## src/rtl/fft_pkg.sv

```systemverilog
// Shared FFT-stage constants and helpers.
//   N         : sample width (two's-complement)
//   CNT_W     : frame-counter width, frame length = 2^CNT_W samples
//   FRAME_LEN : samples per frame
//   sext()    : sign-extend an N-bit sample onto N+1 bits
package fft_pkg;

    localparam int unsigned N         = 8;
    localparam int unsigned CNT_W     = 3;
    localparam int unsigned FRAME_LEN = 1 << CNT_W;

    // Sign-extend one sample by one bit so sum/difference cannot overflow.
    function automatic logic signed [N:0] sext(input logic signed [N-1:0] v);
        return {v[N-1], v};
    endfunction

endpackage

```

## src/rtl/fft_seq_cnt.sv

```systemverilog
// Per-frame sample counter for one FFT stage.
// Ports:
//   clk, clear     : clock, synchronous active-high reset
//   in_valid       : advance the counter this cycle (holds otherwise)
//   s0, s1         : commutator selects, decoded from the registered count
//   frame_done     : registered pulse the cycle after the last sample of a frame
module fft_seq_cnt #(
    parameter int unsigned CNT_W = 3
) (
    input  logic clk,
    input  logic clear,
    input  logic in_valid,
    output logic s0,
    output logic s1,
    output logic frame_done
);

    logic [CNT_W-1:0] cnt;
    logic             cnt_last;

    assign cnt_last = (cnt == {CNT_W{1'b1}});

    // Wrapping counter; natural overflow gives the 2^CNT_W-1 -> 0 wrap.
    always_ff @(posedge clk) begin
        if (clear) begin
            cnt        <= '0;
            frame_done <= 1'b0;
        end else begin
            frame_done <= in_valid & cnt_last;
            if (in_valid) begin
                cnt <= cnt + CNT_W'(1);
            end
        end
    end

    // Selects come straight from the register, never from in_valid.
    assign s0 = cnt[CNT_W-1];
    assign s1 = cnt[CNT_W-2];

endmodule

```

## src/rtl/fft_bf_ctrl.sv

```systemverilog
// Radix-2 butterfly and commutator sequencer for one pipelined FFT stage.
// Ports:
//   clk, clear  : clock, synchronous active-high reset
//   in_valid    : qualifies x and y
//   x           : new input sample (also routed to the commutator)
//   y           : delayed sample returned by the commutator
//   s0, s1      : commutator selects
//   out_valid   : sum/diff valid
//   sum, diff   : registered y+x and y-x on N+1 bits
//   frame_done  : one-cycle pulse after the last sample of a frame
// Build option: define BF_SCALE_EN to halve both outputs (arithmetic shift),
// keeping magnitudes within N bits across cascaded stages.
module fft_bf_ctrl
    import fft_pkg::*;
(
    input  logic                clk,
    input  logic                clear,
    input  logic                in_valid,
    input  logic signed [N-1:0] x,
    input  logic signed [N-1:0] y,
    output logic                s0,
    output logic                s1,
    output logic                out_valid,
    output logic signed [N:0]   sum,
    output logic signed [N:0]   diff,
    output logic                frame_done
);

    logic               bf_issue;
    logic signed [N:0]  sum_full;
    logic signed [N:0]  diff_full;
    logic signed [N:0]  sum_c;
    logic signed [N:0]  diff_c;

    fft_seq_cnt #(
        .CNT_W      (CNT_W)
    ) u_seq (
        .clk        (clk),
        .clear      (clear),
        .in_valid   (in_valid),
        .s0         (s0),
        .s1         (s1),
        .frame_done (frame_done)
    );

    // Butterfly only on the second half of the frame.
    assign bf_issue = in_valid & s0;

    // Full-growth butterfly; one extra bit makes overflow impossible.
    assign sum_full  = sext(y) + sext(x);
    assign diff_full = sext(y) - sext(x);

`ifdef BF_SCALE_EN
    // Floor-halving; the arithmetic shift keeps the sign on the N+1-bit port.
    assign sum_c  = sum_full  >>> 1;
    assign diff_c = diff_full >>> 1;
`else
    assign sum_c  = sum_full;
    assign diff_c = diff_full;
`endif

    // Output registers; sum/diff hold whenever the butterfly does not issue.
    always_ff @(posedge clk) begin
        if (clear) begin
            out_valid <= 1'b0;
            sum       <= '0;
            diff      <= '0;
        end else begin
            out_valid <= bf_issue;
            if (bf_issue) begin
                sum  <= sum_c;
                diff <= diff_c;
            end
        end
    end

endmodule

```

## config.mk

```make
export PLATFORM = sky130hd
export DESIGN_NAME = fft_bf_ctrl
export DESIGN_NICKNAME = d
export VERILOG_FILES = /design/src/rtl/fft_pkg.sv /design/src/rtl/fft_seq_cnt.sv /design/src/rtl/fft_bf_ctrl.sv
export SDC_FILE = /design/constraint.sdc
export NUM_CORES = 1
export LEC_CHECK = 0
export CORE_MARGIN = 5
export CORE_UTILIZATION = 48
export DETAILED_ROUTE_END_ITERATION = 6
export GPL_TIMING_DRIVEN = 1
export PLACE_DENSITY = 0.86
export SLEW_MARGIN = 15
export SYNTH_ARGS = -nofsm -noshare
export SYNTH_HDL_FRONTEND = slang
export SYNTH_HIERARCHICAL = 1
export SYNTH_SLANG_ARGS = --single-unit
```

## constraint.sdc

```tcl
create_clock -name clk -period 2.36 [get_ports clk]
set_input_delay 0.472 -clock clk [delete_from_list [all_inputs] [get_ports clk]]
set_output_delay 0.472 -clock clk [all_outputs]
set_load 0.01 [all_outputs]
```

==> results of run 1 <==
## through the flow
step | hold slack [ns] | total power [mW] | std cells | setup WS, ns
final | 0.4605 | 0.7981 | 274 | 0.1869
after CTS | 0.4634 | 0.7999 | 274 | 0.1908
after floorplan | 0.4783 | 0.5322 | 181 | 0.4693
after detailed placement | 0.4448 | 0.6343 | 271 | -0.1299
after global routing | 0.4856 | 0.8519 | 274 | 0.01314
after global placement | 0.4447 | 0.6298 | 271 | -0.1060
## cells in the final DEF, fill, tap and decap left out, types with 2 or more instances in the layout
| cell type | count |
|---|---|
| nor4_1 | 2 |
| xnor2_1 | 2 |
| ha_1 | 18 |
| a21oi_1 | 14 |
| nor2_1 | 18 |
| o311a_1 | 2 |
| a21o_1 | 2 |
| o21ai_0 | 6 |
| buf_4 | 16 |
| clkbuf_4 | 3 |
| a311oi_1 | 2 |
| inv_1 | 18 |
| nand3_1 | 6 |
| nor4b_1 | 2 |
| o31ai_1 | 2 |
| nand2_1 | 11 |
| fa_1 | 2 |
| a211oi_1 | 3 |
| or3_1 | 2 |
| nor2b_1 | 3 |
| o21bai_1 | 2 |
| mux2i_1 | 5 |
| nand2b_1 | 3 |
| dfxtp_1 | 22 |
| and3_1 | 2 |
| clkdlybuf4s50_1 | 40 |
| nor3_1 | 3 |
## logic make-up (layout without fill, tap and decap cells)
| family | count (synthesis) | in the layout | share of synthesized area [%] |
|---|---|---|---|
| buf+inv | 28 | 77 | 7.380 |
| fa+ha+maj | 20 | 20 | 17.58 |
| flops | 22 | 22 | 29.19 |
| xor+xnor | 2 | 2 | 1.161 |
| simple gates | 58 | 58 | 19.57 |
| mux | 5 | 5 | 3.317 |
| compound gates | 46 | 46 | 21.81 |
## how the worst min path moves through the flow
stage            start      end  cells past startpoint
2_1_floorplan  diff[7]  diff[7]                      2
3_3_place_gp   diff[7]  diff[7]                      2
3_5_place_dp   diff[7]  diff[7]                      2
4_1_cts        diff[7]  diff[7]                      2
5_1_grt        diff[7]  diff[7]                      2
6_report       diff[7]  diff[7]                      2
## cell usage after synthesis (all sizes together), types with 2 or more instances
cell type	instances
nor2b	3
o21bai	2
clkbuf	7
fa	2
dfxtp	22
nand2	11
or3	2
nand3	6
and3	2
nor4b	2
a21o	2
nand2b	4
o31ai	2
nor3	3
buf	3
a221oi	2
a21oi	14
inv	18
a311oi	2
a211oi	3
nor2	18
ha	18
o21ai	7
xnor2	2
mux2i	5
nor4	2
o311a	2
## timing repair
action                     4_1_cts  5_1_grt
setup endpoints to repair        0        1
setup buffers                    0        0
hold endpoints to repair         0        0
## cell type report
class,instances,area (um^2),share of cell area (%)
multi-input cells,131,957.2,46.39
repair buffers,56,520.5,25.23
flip-flops and latches,22,440.4,21.35
inverters,18,67.56,3.275
well taps,44,55.05,2.668
clock buffers,3,22.52,1.092
## worst min-delay path: stages (launching register included)
cell and delay (ns):
dfxtp_1 0.33, nand3_1 0.06, nand2_1 0.05
## metal layers
layer  vias to the layer above  track usage, %
li1                        739               -
met4                         0           6.599
met2                        43           29.04
met1                       681           23.42
met3                         5           1.531
met5                         -               0
## power by group
group / internal [mW] / switching (mW)
clock network: 0.0596 / 0.110
registers: 0.378 / 0.00446
logic: 0.127 / 0.119
## sequential cells by signal (all words and copies together), names as in the netlist
signal	flops
diff	9
sum	8
u_seq/cnt	3
out_valid	1
u_seq/frame_done	1
==> qor.yml, run 1 <==
status: "finished, final reports clean"
async_flop_share_pct: 0
postCtsHoldBufs: 0
r2r_setup_slack_ns: 1.05
ys_warn_count: 6
netlist_area_um2: 1509
cts_tree: "yes"
place_area_um2: 2041
grt_pass1_wl_um: 6058
syn_nets: 220
syn_area_per_cell_um2: 8.337
crit_path_cell_trace: "clkdlybuf4s50_1 -> ha_1 -> nand2b_1 -> a221oi_1 -> o21bai_1 -> nor3b_1 -> o311a_1"
ys_top_cells_by_area: "dfxtp_1, ha_1, a21oi_1"
worstSetupPathType: "in2reg"
die-area_um2: 4365
grt_usage_pct: 17.49
cp_num_cells: 7
yosys.area.top_type: "dfxtp_1"
critPathLaunchType: "primary input"
vias: 1468
final-max-slew-violation-count: 0
cts_root_buffer: "clkbuf_4"
syn2layout_area_growth_pct: 36.73
worstHoldPathType: "reg2reg"
die_h_um: 66.07
ctsResizeCount: 0
critical-path-top-delay-family: "compound AO/OA/AOI/OAI gates"
finalCritPeriodShare_pct: 92.08
grt_overflow: 0
worst_pin_slew_ns: 0.3731
ys.flop_type: "dfxtp_1"
nFillCells: 257
highest_layer: "met4"
dr.first_iter.drc_count: 55
clockBufferDepth: 2
worstSetupStartpoint: "y[1]"
layout-drive-gt1-share_pct: 10.43
tns_ns: 0
synth_cells: 181
dp_hpwl_um: 2860
setup_viol: 0
r2r_start: "u_seq/cnt[2]"
postRouteAntennaNets: 0
num_rows: 20
ys_seq_area_share_pct: 29.19
route.met2.wl_um: 1611
clkSlewWorstSetupHoldPaths_ns: 0.12
routed_via_density: 5.358
synth.distinct_cells: 46
relSlewSlack_pct: 75.12
routedLengthMet1_um: 1614
die_w_um: 66.07
fin_worst_skew_ns: 0.0008943
worstSkewPairLatency_ns: 0.30
timing.max_cap.violations: 0
p_leak_nw: 0.9094
endpoint_kind: "flop"
yosysTopAreaCellShare_pct: 29.19
rsz0062_at_grt: "no"
dr_wl_met3_um: 172
reg2reg_depth: 6
worstPathRequired_ns: 2.57
cellPowerDensity_nw_per_um2: 386.8
slowest_delay_ns: 0.48
post-route-cell-area_um2: 2063
grt_antenna_before_repair: 0
period_needed_ns: 2.173
routabilityCongestion: 0.8757
wl_per_cell_um: 12.58
start_util_pct: 49.83
drc: 0
endpoint: "sum[5]"
grt_max_degree: 15
numCtsBuffers: 3
worst_path_max_delay_cell: "clkdlybuf4s50_1"
cp.arrival_ns: 2.38
io_pins: 41
finish.utilization_pct: 68.14
max_freq_mhz: 460.2
antenna_cells: 0
dr.pass1.iters: 4
r2r_end: "sum[2]"
path_buf_inv: 1
hold_violations: 0
h-tree-depth: 1
cts.sinks: 22
ys_ff_latch: 22
fin_nets: 271
synth_edf_count: 0
ir_drop_v: 0.0001906
cp_max_fo: 4
core_um2: 3028
portBuffers: 40
drt_wl_total_um: 3447
grt_pass1_vias: 1403
Power figures use the tool's default switching activity.
==> run 2, diff against run 1 <==
--- a/config.mk
+++ b/config.mk
@@ -9,7 +9,7 @@
 export CORE_UTILIZATION = 48
 export DETAILED_ROUTE_END_ITERATION = 6
 export GPL_TIMING_DRIVEN = 1
-export PLACE_DENSITY = 0.86
+export PLACE_DENSITY = 0.8
 export SLEW_MARGIN = 15
 export SYNTH_ARGS = -nofsm -noshare
 export SYNTH_HDL_FRONTEND = slang
==> run 2 against run 1 <==
Final cell count is the same. Via count grew 0.14%. Sequential share of layout area is the same. Setup slack lost 0.068 ns. Largest cell class unchanged. Total power grew 0.53%.
==> qor.yml, run 2 (same netlist as run 1, synthesis figures left out) <==
critPathLaunchType: "primary input"
ir_drop_v: 0.0002156  # +13%
cp.arrival_ns: 2.44  # +0.06 ns
hold_violations: 0  # unchanged
cts_root_buffer: "clkbuf_4"
slowest_delay_ns: 0.49  # about the same
finalCritPeriodShare_pct: 94.97  # +2.9 points
rsz0062_at_grt: "no"
largest_reg_flops: 9  # unchanged
wl_per_cell_um: 14.48  # +15%
syn2layout_area_growth_pct: 36.73  # unchanged
cp_max_fo: 2  # -2
route.met2.wl_um: 1989  # +23%
core_um2: 3028  # unchanged
timing.max_cap.violations: 0  # unchanged
worstHoldPathType: "reg2reg"
drt_wl_total_um: 3968  # +15%
die_w_um: 66.07  # unchanged
fin_worst_skew_ns: 0.006645  # +0.005751 ns
clkSlewWorstSetupHoldPaths_ns: 0.12  # about the same
final-max-slew-violation-count: 0  # unchanged
holdPathStages: 2  # unchanged
crit_path_cell_trace: "clkdlybuf4s50_1 -> inv_1 -> ha_1 -> nand2b_1 -> a221oi_1 -> o21bai_1 -> nor3b_1 -> o311a_1"
fin_cells: 274  # unchanged
io_pins: 41  # unchanged
clockBufferDepth: 2  # unchanged
drc: 0  # unchanged
antenna_cells: 0  # unchanged
fin_hold_ws_ns: 0.4635  # +0.003033 ns
status: "finished, final reports clean"
grt_pass1_wl_um: 6486  # +7.1%
postCtsSetupRepairBufs: 0  # unchanged
dpl.cell_count: 271  # unchanged
routabilityCongestion: 0.9039  # +3.2%
p_leak_nw: 0.9098  # about the same
die-area_um2: 4365  # unchanged
routed_via_density: 5.365  # +0.14%
postCtsHoldBufs: 0  # unchanged
reg_top3: "diff (9), sum (8), u_seq/cnt (3)"
ctsResizeCount: 0  # unchanged
dr.first_iter.drc_count: 99  # +80%
max_freq_mhz: 446.2  # -3.0%
grt_pass1_vias: 1429  # +1.9%
final_common_cell: "clkdlybuf4s50_1"
grt_max_degree: 21  # +6
numCtsBuffers: 3  # unchanged
cp_num_cells: 8  # +1
dr_wl_met3_um: 130  # -24%
highest_layer: "met4"
dr.pass1.iters: 4  # unchanged
worstPathRequired_ns: 2.56  # about the same
multi_input_area_um2: 957.2  # unchanged
h-tree-depth: 1  # unchanged
worstSetupPathType: "in2reg"
grt_antenna_before_repair: 0  # unchanged
top_register: "diff"
mostFrequentLayoutCells: "clkdlybuf4s50_1, dfxtp_1, inv_1, nor2_1, ha_1"
finish.utilization_pct: 68.14  # unchanged
start_util_pct: 49.83  # unchanged
fin_nets: 271  # unchanged
critical-path-top-delay-family: "compound AO/OA/AOI/OAI gates"
routedLengthMet1_um: 1781  # +10%
postRouteAntennaNets: 0  # unchanged
num_rows: 20  # unchanged
die_h_um: 66.07  # unchanged
grt_usage_pct: 19.23  # +1.7 points
tns_ns: 0  # unchanged
relSlewSlack_pct: 63.21  # -12 points
setup_viol: 0  # unchanged
worst_path_max_delay_cell: "clkdlybuf4s50_1"
regArea_um2: 440.4  # unchanged
reg2reg_depth: 5  # -1
grt_overflow: 0  # unchanged
endpoint_kind: "flop"
layout-drive-gt1-share_pct: 10.43  # unchanged
portBuffers: 40  # unchanged
worst_pin_slew_ns: 0.5519  # +0.1787 ns
period_needed_ns: 2.241  # +0.06827 ns
worstSkewPairLatency_ns: 0.30  # about the same
dp_hpwl_um: 3252  # +14%
path_buf_inv: 2  # +1
vias: 1470  # +0.14%
cellPowerDensity_nw_per_um2: 388.9  # +0.53%
cts_tree: "yes"
nFillCells: 279  # +8.6%
cts.sinks: 22  # unchanged
[run 2: routing by layer]
layer	vias to the layer above	global-route usage [%]
met5	-	0
met4	0	5.584
met3	6	2.721
met2	40	34.29
met1	686	23.83
li1	738	-
[run 2: cell type report]
type | count | area share [%]
Clock buffer | 3 | 1.092
Tap cell | 44 | 2.668
Inverter | 18 | 3.275
Timing Repair Buffer | 56 | 25.23
Sequential cell | 22 | 21.35
Multi-Input combinational cell | 131 | 46.39
[run 2: metrics by stage]
step                worst slack (ns)  power (mW)  area (um^2)
floorplan                     0.4693      0.5322         1509
global placement            -0.09257      0.6310         2041
detailed placement           -0.1660      0.6405         2041
CTS                           0.1545      0.8048         2063
global route                 0.02421      0.8482         2063
finish                        0.1186      0.8024         2063
[run 2: final timing paths]
check | startpoint | to | slack [ns]
worst max-delay path | x[1] | sum[5] | 0.12
worst min-delay path | sum[1] | sum[1] | 0.46
worst max register to register | u_seq/cnt[2] | diff[3] | 0.95
worst min register to register | sum[1] | sum[1] | 0.46
[run 2: power by group]
part | total, mW | leakage, nW | internal (mW) | switching [mW]
clock network | 0.168 | 0.0138 | 0.0593 | 0.108
registers | 0.382 | 0.178 | 0.378 | 0.00439
logic | 0.252 | 0.718 | 0.128 | 0.125
total | 0.802 | 0.910 | 0.565 | 0.237
[run 2: worst reg2reg max path: cells and delay by family, from the launching register on]
kind	cells	cell delay, ns
AOI/OAI and AO/OA	2	0.36
buffers and inverters	1	0.27
DFF	1	0.41
and+or+nand+nor	2	0.32
==> run 3, diff against run 2 <==
--- a/config.mk
+++ b/config.mk
@@ -5,11 +5,12 @@
 export SDC_FILE = /design/constraint.sdc
 export NUM_CORES = 1
 export LEC_CHECK = 0
+export ABC_AREA = 0
 export CORE_MARGIN = 5
-export CORE_UTILIZATION = 48
+export CORE_UTILIZATION = 43
 export DETAILED_ROUTE_END_ITERATION = 6
 export GPL_TIMING_DRIVEN = 1
-export PLACE_DENSITY = 0.8
+export PLACE_DENSITY = 0.75
 export SLEW_MARGIN = 15
 export SYNTH_ARGS = -nofsm -noshare
 export SYNTH_HDL_FRONTEND = slang
==> constraint.sdc (replaced) <==
create_clock -name clk -period 1.88 [get_ports clk]
set_input_delay 0.376 -clock clk [delete_from_list [all_inputs] [get_ports clk]]
set_output_delay 0.376 -clock clk [all_outputs]
set_load 0.01 [all_outputs]
==> run 3 against run 2 <==
Combinational power up 50%. Count of clock-buffer cells in the layout did not move. Sequential share of layout area down 2.1 points. Final area up 11%. Global-route usage is 3.5 points lower. Clock power is 31% higher. Critical path type unchanged. Largest cell class unchanged.
==> qor.yml, run 3 (same netlist as run 1, synthesis figures left out) <==
status: "finished, final reports clean"
grt_pass1_vias: 1462  # +2.3%
endpoint: "diff[7]"
p_leak_nw: 1.023  # +12%
fin_worst_skew_ns: 0.006441  # -0.0002041 ns
finish.utilization_pct: 68.01  # -0.13 points
clkSlewWorstSetupHoldPaths_ns: 0.12  # about the same
top_register: "diff"
setup_viol: 0  # unchanged
largest_reg_flops: 9  # unchanged
critPathLaunchType: "primary input"
mostFrequentLayoutCells: "buf_4, clkdlybuf4s50_1, dfxtp_1"
postRouteAntennaNets: 0  # unchanged
num_rows: 21  # +5.0%
core_um2: 3363  # +11%
worstSetupPathType: "in2reg"
tns_ns: 0  # unchanged
use_met3_pct: 2.174  # -0.55 points
worstSetupStartpoint: "x[4]"
grt_antenna_before_repair: 0  # unchanged
fin_hold_ws_ns: 0.4596  # -0.003905 ns
dpl.cell_count: 288  # +6.3%
vias: 1481  # +0.75%
h-tree-depth: 1  # unchanged
die_h_um: 69.24  # +4.8%
reg2reg_depth: 4  # -1
io_pins: 41  # unchanged
cellPowerDensity_nw_per_um2: 471.1  # +21%
fin_ws_ns: 0.08045  # -0.03817 ns
finalCritPeriodShare_pct: 95.72
dr.first_iter.drc_count: 66  # -33%
grt_overflow: 0  # unchanged
reg_top3: "diff (9), sum (8), u_seq/cnt (3)"
antenna_cells: 0  # unchanged
start_util_pct: 44.87  # -5.0 points
worstPathRequired_ns: 2.09  # -0.47 ns
place_area_um2: 2156  # +5.6%
numCtsBuffers: 3  # unchanged
final-max-slew-violation-count: 0  # unchanged
met1_usage_pct: 19.88  # -4.0 points
relSlewSlack_pct: 78.82  # +16 points
routabilityCongestion: 0.8563  # -5.3%
dp_hpwl_um: 3001  # -7.7%
drt_wl_total_um: 3750  # -5.5%
fin_nets: 288  # +6.3%
die_w_um: 69.24  # +4.8%
worst_pin_slew_ns: 0.3133  # -0.2386 ns
clockBufferDepth: 2  # unchanged
syn2layout_area_growth_pct: 51.58
finalPower_mw: 1.078  # +34%
grt_max_degree: 15  # -29%
final_common_cell: "buf_4"
hold_violations: 0  # unchanged
postCtsHoldBufs: 0  # unchanged
post-route-cell-area_um2: 2287  # +11%
cp_max_fo: 6  # +4
ir_drop_v: 0.0002423  # +12%
r2r_start: "u_seq/cnt[2]"
drc: 0  # unchanged
die-area_um2: 4794  # +9.8%
dr.pass1.iters: 4  # unchanged
fin_cells: 293  # +6.9%
routed_via_density: 5.055  # -5.8%
cts_root_buffer: "clkbuf_4"
r2r_end: "sum[4]"
cp.arrival_ns: 2.01  # -0.43 ns
cts.sinks: 22  # unchanged
r2r_setup_slack_ns: 0.57  # -0.38 ns
portBuffers: 40  # unchanged
cts_tree: "yes"
timing.max_cap.violations: 0  # unchanged
grt_pass1_wl_um: 6306  # -2.8%
max_freq_mhz: 555.7
busiest_layer: "met2"
worstHoldPathType: "reg2reg"
endpoint_kind: "flop"
period_needed_ns: 1.800
use_met2_pct: 27.22  # -7.1 points
preCtsSetupSlack_ns: -0.5619  # -0.3959 ns
rsz0062_at_grt: "no"
worstSkewPairLatency_ns: 0.31  # about the same
wl_per_cell_um: 12.80  # -12%
layout-drive-gt1-share_pct: 23.08  # +13 points
grt_usage_pct: 15.70  # -3.5 points
-- run 3: cell count changes in the layout (fill, tap and decap cells not counted), moves of 2 or more --
cell,before,now
buf_4,16,32
fa_2,0,2
dlymetal6s2s_1,0,2
inv_2,0,3
inv_1,18,15
ha_2,0,3
dlygate4sd2_1,0,6
clkdlybuf4s50_1,40,30
fa_1,2,0
ha_1,18,12
ha_4,0,3
-- run 3: worst min-delay path by stage --
stage | start | end | slack [ns] | depth (start not counted)
3_5_place_dp | diff[7] | diff[7] | 0.45 | 2
3_3_place_gp | sum[1] | sum[1] | 0.45 | 2
5_1_grt | sum[1] | sum[1] | 0.50 | 2
4_1_cts | diff[7] | diff[7] | 0.46 | 2
6_report | sum[1] | sum[1] | 0.46 | 2
2_1_floorplan | clear | u_seq/frame_done | 0.45 | 1
-- run 3: timing repair --
item / CTS / global route
pin swaps: 13 / 5
setup buffers: 2 / 0
gates resized for setup: 28 / 6
setup endpoints to repair: 10 / 3
-- run 3: area by class of cell --
class | count | area, um^2
clock buffers | 3 | 22.52
fillers | 298 | 1076
inverters | 18 | 67.56
multi-input cells | 131 | 1049
flip-flops and latches | 22 | 440.4
well taps | 46 | 57.56
repair buffers | 73 | 650.6
-- run 3: metal layers --
metal,part of all wire (%),vias up
met5,0,-
met3,3.5,4
met4,1.4,0
li1,-,774
met1,49,676
met2,46,27
-- run 3: worst max-delay path: stages --
cell and delay (ns):
clkdlybuf4s50_1 0.48, inv_1 0.05, ha_2 0.31, a21o_1 0.19
o22a_1 0.19, o41ai_4 0.06, mux2i_1 0.29, nand2_1 0.07
-- run 3: where the power goes --
group	switching [mW]	internal (mW)
clock network	0.146	0.0750
logic	0.175	0.202
registers	0.00562	0.475
